<file path="src/rtl/ldm_writeback_seq_pkg.sv">
// Shared types and helpers for the LDM write-back sequencer.
// State encoding, word/PC constants and a register-list popcount.
package ldm_pkg;

    typedef enum logic [1:0] {
        IDLE = 2'd0,
        REQ  = 2'd1,
        WAIT = 2'd2
    } ldm_state_t;

    localparam int unsigned WORD_BYTES = 4;
    localparam int unsigned PC_INDEX   = 15;
    localparam int unsigned LIST_MAX   = 32;

    function automatic logic [5:0] popcount(input logic [LIST_MAX-1:0] v);
        logic [5:0]          n;
        logic [LIST_MAX-1:0] s;
        n = '0;
        s = v;
        for (int unsigned i = 0; i < LIST_MAX; i++) begin
            n = n + {5'b0, s[0]};
            s = s >> 1;
        end
        return n;
    endfunction

endpackage

</file>
<file path="src/rtl/ldm_writeback_seq_reg_list_encoder.sv">
// Lowest-set-bit priority encoder over a register list.
// Reports the index of the lowest listed register and whether any bit is set.
module reg_list_encoder
    import ldm_pkg::*;
#(
    parameter int unsigned NUM_REGS   = 16,
    parameter int unsigned ADDR_WIDTH = 4
) (
    input  logic [NUM_REGS-1:0]   list,
    output logic [ADDR_WIDTH-1:0] index,
    output logic                  valid
);

    logic [NUM_REGS-1:0] scan;

    // Shift-and-test keeps the scan free of variable bit selects.
    always_comb begin
        index = '0;
        valid = 1'b0;
        scan  = list;
        for (int unsigned i = 0; i < NUM_REGS; i++) begin
            if (scan[0] && !valid) begin
                index = ADDR_WIDTH'(i);
                valid = 1'b1;
            end
            scan = scan >> 1;
        end
    end

endmodule

</file>
<file path="src/rtl/ldm_writeback_seq.sv">
// LDM write-back sequencer: walks a register list, fetches one word per register
// and writes it to the register file. Optional PC path: define LDM_PC_WRITE_EN.
module ldm_writeback_seq
    import ldm_pkg::*;
#(
    parameter int unsigned ADDR_WIDTH = 4,
    parameter int unsigned DATA_WIDTH = 32,
    parameter int unsigned NUM_REGS   = 16
) (
    input  logic                  CLK,
    input  logic                  RST,
    input  logic                  START,
    input  logic [NUM_REGS-1:0]   REGLIST,
    input  logic [DATA_WIDTH-1:0] BASE,
    input  logic                  UP,
    input  logic [DATA_WIDTH-1:0] MDATA,
    input  logic                  MVALID,
    output logic                  MREQ,
    output logic [DATA_WIDTH-1:0] MADDR,
    output logic [ADDR_WIDTH-1:0] RW,
    output logic [DATA_WIDTH-1:0] PW,
    output logic                  LE,
    output logic                  BUSY,
    output logic                  DONE,
    output logic [DATA_WIDTH-1:0] WBADDR
`ifdef LDM_PC_WRITE_EN
    ,
    output logic                  PC_LOAD,
    output logic [DATA_WIDTH-1:0] PC_VALUE
`endif
);

    localparam logic [NUM_REGS-1:0] PC_MASK =
        (NUM_REGS > PC_INDEX) ? (NUM_REGS'(1) << PC_INDEX) : '0;
    localparam logic [DATA_WIDTH-1:0] STEP = DATA_WIDTH'(WORD_BYTES);

    ldm_state_t state, state_nxt;

    logic [NUM_REGS-1:0]   remain, remain_nxt, remain_clr;
    logic [NUM_REGS-1:0]   eff_list;
    logic [5:0]            cnt;
    logic [DATA_WIDTH-1:0] span, start_addr, wb_calc, next_addr;
    logic [ADDR_WIDTH-1:0] cur_idx;
    logic                  cur_valid;

    logic                  mreq_nxt, le_nxt, busy_nxt, done_nxt;
    logic [DATA_WIDTH-1:0] maddr_nxt, pw_nxt, wbaddr_nxt;
    logic [ADDR_WIDTH-1:0] rw_nxt;
`ifdef LDM_PC_WRITE_EN
    logic                  pc_load_nxt;
    logic [DATA_WIDTH-1:0] pc_value_nxt;
`endif

`ifdef LDM_PC_WRITE_EN
    assign eff_list = REGLIST;
`else
    assign eff_list = REGLIST & ~PC_MASK;
`endif

    assign cnt        = popcount(LIST_MAX'(eff_list));
    assign span       = DATA_WIDTH'(cnt) * STEP;
    // Decrement-after walks upward from the lowest address of the block.
    assign start_addr = UP ? BASE : (BASE - span + STEP);
    assign wb_calc    = UP ? (BASE + span) : (BASE - span);
    assign next_addr  = MADDR + STEP;
    assign remain_clr = remain & (remain - NUM_REGS'(1));

    reg_list_encoder #(
        .NUM_REGS   (NUM_REGS),
        .ADDR_WIDTH (ADDR_WIDTH)
    ) u_enc (
        .list  (remain),
        .index (cur_idx),
        .valid (cur_valid)
    );

    always_comb begin
        state_nxt  = state;
        remain_nxt = remain;
        mreq_nxt   = 1'b0;
        maddr_nxt  = MADDR;
        rw_nxt     = RW;
        pw_nxt     = PW;
        le_nxt     = 1'b0;
        busy_nxt   = BUSY;
        done_nxt   = 1'b0;
        wbaddr_nxt = WBADDR;
`ifdef LDM_PC_WRITE_EN
        pc_load_nxt  = 1'b0;
        pc_value_nxt = PC_VALUE;
`endif
        unique case (state)
            IDLE: begin
                busy_nxt = 1'b0;
                if (START) begin
                    wbaddr_nxt = wb_calc;
                    remain_nxt = eff_list;
                    if (cnt != '0) begin
                        state_nxt = REQ;
                        busy_nxt  = 1'b1;
                        mreq_nxt  = 1'b1;
                        maddr_nxt = start_addr;
                    end else begin
                        done_nxt = 1'b1;
                    end
                end
            end
            REQ: begin
                state_nxt = WAIT;
            end
            WAIT: begin
                if (MVALID && cur_valid) begin
                    remain_nxt = remain_clr;
                    rw_nxt     = cur_idx;
                    pw_nxt     = MDATA;
                    le_nxt     = 1'b1;
`ifdef LDM_PC_WRITE_EN
                    if (cur_idx == ADDR_WIDTH'(PC_INDEX)) begin
                        rw_nxt       = RW;
                        pw_nxt       = PW;
                        le_nxt       = 1'b0;
                        pc_load_nxt  = 1'b1;
                        pc_value_nxt = {MDATA[DATA_WIDTH-1:2], 2'b00};
                    end
`endif
                    // Next request overlaps the current write-back.
                    if (remain_clr != '0) begin
                        state_nxt = REQ;
                        mreq_nxt  = 1'b1;
                        maddr_nxt = next_addr;
                    end else begin
                        state_nxt = IDLE;
                        busy_nxt  = 1'b0;
                        done_nxt  = 1'b1;
                    end
                end
            end
            default: begin
                state_nxt = IDLE;
                busy_nxt  = 1'b0;
            end
        endcase
    end

    always_ff @(posedge CLK) begin
        if (RST) begin
            state  <= IDLE;
            remain <= '0;
            MREQ   <= 1'b0;
            MADDR  <= '0;
            RW     <= '0;
            PW     <= '0;
            LE     <= 1'b0;
            BUSY   <= 1'b0;
            DONE   <= 1'b0;
            WBADDR <= '0;
`ifdef LDM_PC_WRITE_EN
            PC_LOAD  <= 1'b0;
            PC_VALUE <= '0;
`endif
        end else begin
            state  <= state_nxt;
            remain <= remain_nxt;
            MREQ   <= mreq_nxt;
            MADDR  <= maddr_nxt;
            RW     <= rw_nxt;
            PW     <= pw_nxt;
            LE     <= le_nxt;
            BUSY   <= busy_nxt;
            DONE   <= done_nxt;
            WBADDR <= wbaddr_nxt;
`ifdef LDM_PC_WRITE_EN
            PC_LOAD  <= pc_load_nxt;
            PC_VALUE <= pc_value_nxt;
`endif
        end
    end

endmodule

</file>
<file path="config.mk">
export PLATFORM = sky130hd
export DESIGN_NAME = ldm_writeback_seq
export DESIGN_NICKNAME = d
export VERILOG_FILES = /design/src/rtl/ldm_writeback_seq_pkg.sv /design/src/rtl/ldm_writeback_seq_reg_list_encoder.sv /design/src/rtl/ldm_writeback_seq.sv
export SDC_FILE = /design/constraint.sdc
export NUM_CORES = 1
export LEC_CHECK = 0
export CORE_MARGIN = 1
export CORE_UTILIZATION = 45
export CTS_BUF_LIST = sky130_fd_sc_hd__clkbuf_8
export DETAILED_ROUTE_END_ITERATION = 6
export GPL_TIMING_DRIVEN = 1
export PLACE_DENSITY = 0.72
export SYNTH_ARGS = -nofsm -noshare
export SYNTH_HDL_FRONTEND = slang
export SYNTH_SLANG_ARGS = --single-unit
</file>
<file path="constraint.sdc">
create_clock -name CLK -period 15.7 [get_ports CLK]
set_input_delay 4.71 -clock CLK [delete_from_list [all_inputs] [get_ports CLK]]
set_output_delay 4.71 -clock CLK [all_outputs]
set_load 0.02 [all_outputs]
</file>
==> impl_metrics.py <==
metrics = {
    "logic_synthesis": {
        "synth_top_family_by_area": "simple AND/OR/NAND/NOR gates",
        "synth_edf_count": 0,
        "yosys.cell_types.count": 97,
        "yosysSeqAreaShare_pct": 27.6,
        "synth-simple-area-share_pct": 28.7,
        "synth_cells": 1204,
        "syn_nets": 1314,
        "syn_area_sq_um": 8860,
        "synth_ff_type": "dfxtp_1",
        "synth_async_sr_flop_share_pct": 0,
        "synthMuxAreaShare_pct": 1.36,
        "ys_seq_elements": 122,
        "ys_warn_count": 0,
        "netlist.area_leader.share_pct": 27.6,
        "synthTopCellsByArea": "dfxtp_1 28%, nand2_1 8.5%, a21oi_1 7.0%, nor2_1 4.2%, xor2_1 4.1%",
        "synth-compound-area-share_pct": 23.6,
        "synth_top_area_cell": "dfxtp_1",
        "syn_avg_cell_area_sq_um": 7.36,
        "synthAdderAreaFrac_pct": 4.77,
        "synthXorXnorAreaFrac_pct": 7.22,
    },
    "die": {
        "initial_utilization_pct": 46.6,
        "die_h_um": 142,
        "rows": 50,
        "top_level_ports": 189,
        "core_sq_um": 19000,
        "dieArea_sq_um": 20300,
        "fp.dieW_um": 142,
    },
    "setup_path": {
        "path_cells": "clkdlybuf4s50_1 > inv_1 > fa_1 > fa_1 > fa_1 > fa_1 > fa_1 > fa_1 > xor2_1 > inv_1 > ha_1 > nand2b_1 > o311a_1 > o211ai_1 > nand4_1 > nor4_4 > nand4_1 > xnor2_1 > or3_1 > a311oi_1",
        "crit_family": "adder cells",
        "critPathSlowestCell": "nor4_4",
        "critPathArrivalTime_ps": 12070,
        "crit_fanout": 11,
        "endpoint_kind": "flip-flop",
        "crit_cells": 20,
        "start_kind": "input pin",
        "rr_endpoint": "MADDR[12]",
        "r2r-start": "state[0]",
        "rrSetupSlack_ps": 12050,
        "critPathKind": "input pin to flip-flop",
        "slowest_delay_ps": 630,
        "reg2reg_depth": 8,
        "cp_num_buf_inv": 3,
        "cpMostUsedCell": "fa_1",
        "critPathLaunch": "REGLIST[0]",
        "required_ps": 16080,
    },
    "routing": {
        "ant_nets": 0,
        "drc": 0,
        "wl_per_cell_um": 17.7,
        "num_vias": 9372,
        "dr.pass1.iters": 5,
        "viasPerCell": 5.86,
        "wirelength_um": 28400,
        "initialDrtViolationCount": 774,
    },
    "clock_network": {
        "cts_buffers": 17,
        "cts_setup_buffers": 0,
        "hold_buffers": 0,
        "cts_buffer_depth": 2,
        "clock_latency_ps": 470,
        "cts_tree": "done",
        "root_buffer": "clkbuf_8",
        "h-tree-depth": 4,
        "clock_sinks": 122,
        "postCtsResizedCells": 0,
        "clk_pin_slew_worst_paths_ps": 80,
    },
    "pwr": {
        "seqPwrFrac_pct": 26.4,
        "combPwrFrac_pct": 55.6,
        "power_frac_clock_pct": 18.0,
        "p_leak_uw": 0.00394,
        "swShare_pct": 47.4,
        "p_int_uw": 889,
        "ir_worst_vdd_mv": 0.0825,
        "power.density_nw_per_um2": 152,
        "p_sw_uw": 801,
    },
    "sta": {
        "tns_ps": 0,
        "grt_setup_unrepaired": "false",
        "max_freq_mhz": 85.6,
        "report.final.slew_viol_count": 0,
        "clock-skew-final_ps": 16.2,
        "hold_violations": 0,
        "relSlewSlack_pct": 33.4,
        "finalSetupViolCount": 0,
        "finalCriticalPeriod_ps": 11690,
        "min_period_over_period_pct": 74.4,
        "tightest_slew_ps": 990,
        "setup_slack_ps": 4010,
    },
    "hold_path": {
        "whs_endpoint": "WBADDR[28]",
        "hold_class": "flip-flop to flip-flop",
        "whs_path_depth": 2,
        "min-delay-start": "WBADDR[28]",
    },
    "final_layout": {
        "layout.cells.non_filler": 1600,
        "nFillCells": 1817,
        "final_core_util_pct": 58.3,
        "final_common_cell": "nand2_1",
        "syn_to_final_growth_pct": 25.1,
        "antenna_cells": 0,
        "final_nets": 1437,
        "final_cell_mix": "200 x nand2_1, 185 x clkdlybuf4s50_1, 124 x a21oi_1",
        "drive_gt1_share_pct": 5.97,
    },
    "placement": {
        "placedCellCount": 1568,
        "place.gp.congestion": 0.927,
        "dp_hpwl_um": 20200,
        "numPortBuffers": 187,
        "post-place-ws_ps": 3580,
    },
    "status": {
        "status": "finished clean",
    },
    "global_routing": {
        "grt_usage_pct": 28.1,
        "grt_max_degree": 85,
        "grt_pass1_vias": 8496,
        "antenna_found_initial": 2,
        "grt_first_pass_wirelength_um": 45000,
        "grt-ovfl-total": 0,
    },
    "job": {
        "maxCapViolations": 0,
    },
}
cells in the mapped netlist, types with 13 or more instances:
cell,instances
nand2_1,200
a21oi_1,124
dfxtp_1,122
nor2_1,100
clkbuf_1,57
o21ai_0,55
xor2_1,41
nor3_1,39
inv_1,38
nand3_1,32
xnor2_1,32
nand4_1,22
and3_1,18
or3_1,17
a22oi_1,16
nor4_1,16
and2_1,14
buf_2,13
ha_1,13
flip-flops by register name, indices dropped and copies added, names as in the netlist:
signal,count
MADDR,32
PW,32
WBADDR,32
remain,16
RW,4
state,2
BUSY,1
DONE,1
LE,1
MREQ,1
per-stage QoR:
stage                     area, sq um  total power [uW]  hold slack [ps]
after detailed placement        10700              1370              444
after global placement          10700              1360              439
after floorplan                  8860              1080              458
after global routing            11100              1800              472
after CTS                       11100              1680              455
final                           11100              1690              452
area by class of cell:
type | count | area (sq um) | area share, %
Multi-Input combinational cell | 951 | 5820 | 52.6
Timing Repair Buffer | 197 | 1940 | 17.5
Clock buffer | 17 | 234 | 2.11
Tap cell | 260 | 325 | 2.94
Inverter | 38 | 143 | 1.29
Clock inverter | 15 | 175 | 1.58
Sequential cell | 122 | 2440 | 22.0
worst register-to-register path: stages (launching register included):
cell	delay, ps
dfxtp_1	430
nor2_1	170
and2_2	810
o21ai_2	420
mux2i_1	350
nand2_1	540
and3_1	420
a311oi_1	260
o21ai_0	120
worst max-delay path by stage:
stage,to,slack [ps]
after floorplan,MADDR[27],5040
after global placement,MADDR[30],3660
after detailed placement,MADDR[30],3580
after CTS,MADDR[30],4050
after global routing,MADDR[30],3560
final,MADDR[30],4010
kinds of logic after synthesis:
family / after synthesis
buffers and inverters: 131
xor gates and xnor gates: 73
muxes: 12
DFF: 122
AOI/OAI and AO/OA: 326
adders and majority gates: 27
and+or+nand+nor: 513
per-layer routing:
metal  up-vias  global-route usage (%)  wire [um]
met5         -                       0         12
met4         2                    10.1        685
met3        53                    5.28       2310
met2       436                    42.4      12500
met1      4341                    39.6      12900
li1       4540                       -          -
power groups by stage:
stage	clock (uW)	sequential, uW	combinational [uW]
2_1_floorplan	0	503	579
3_3_place_gp	0	449	907
3_5_place_dp	0	450	924
4_1_cts	307	444	930
5_1_grt	319	456	1020
6_report	304	446	940
(Power assumes the default switching activity.)
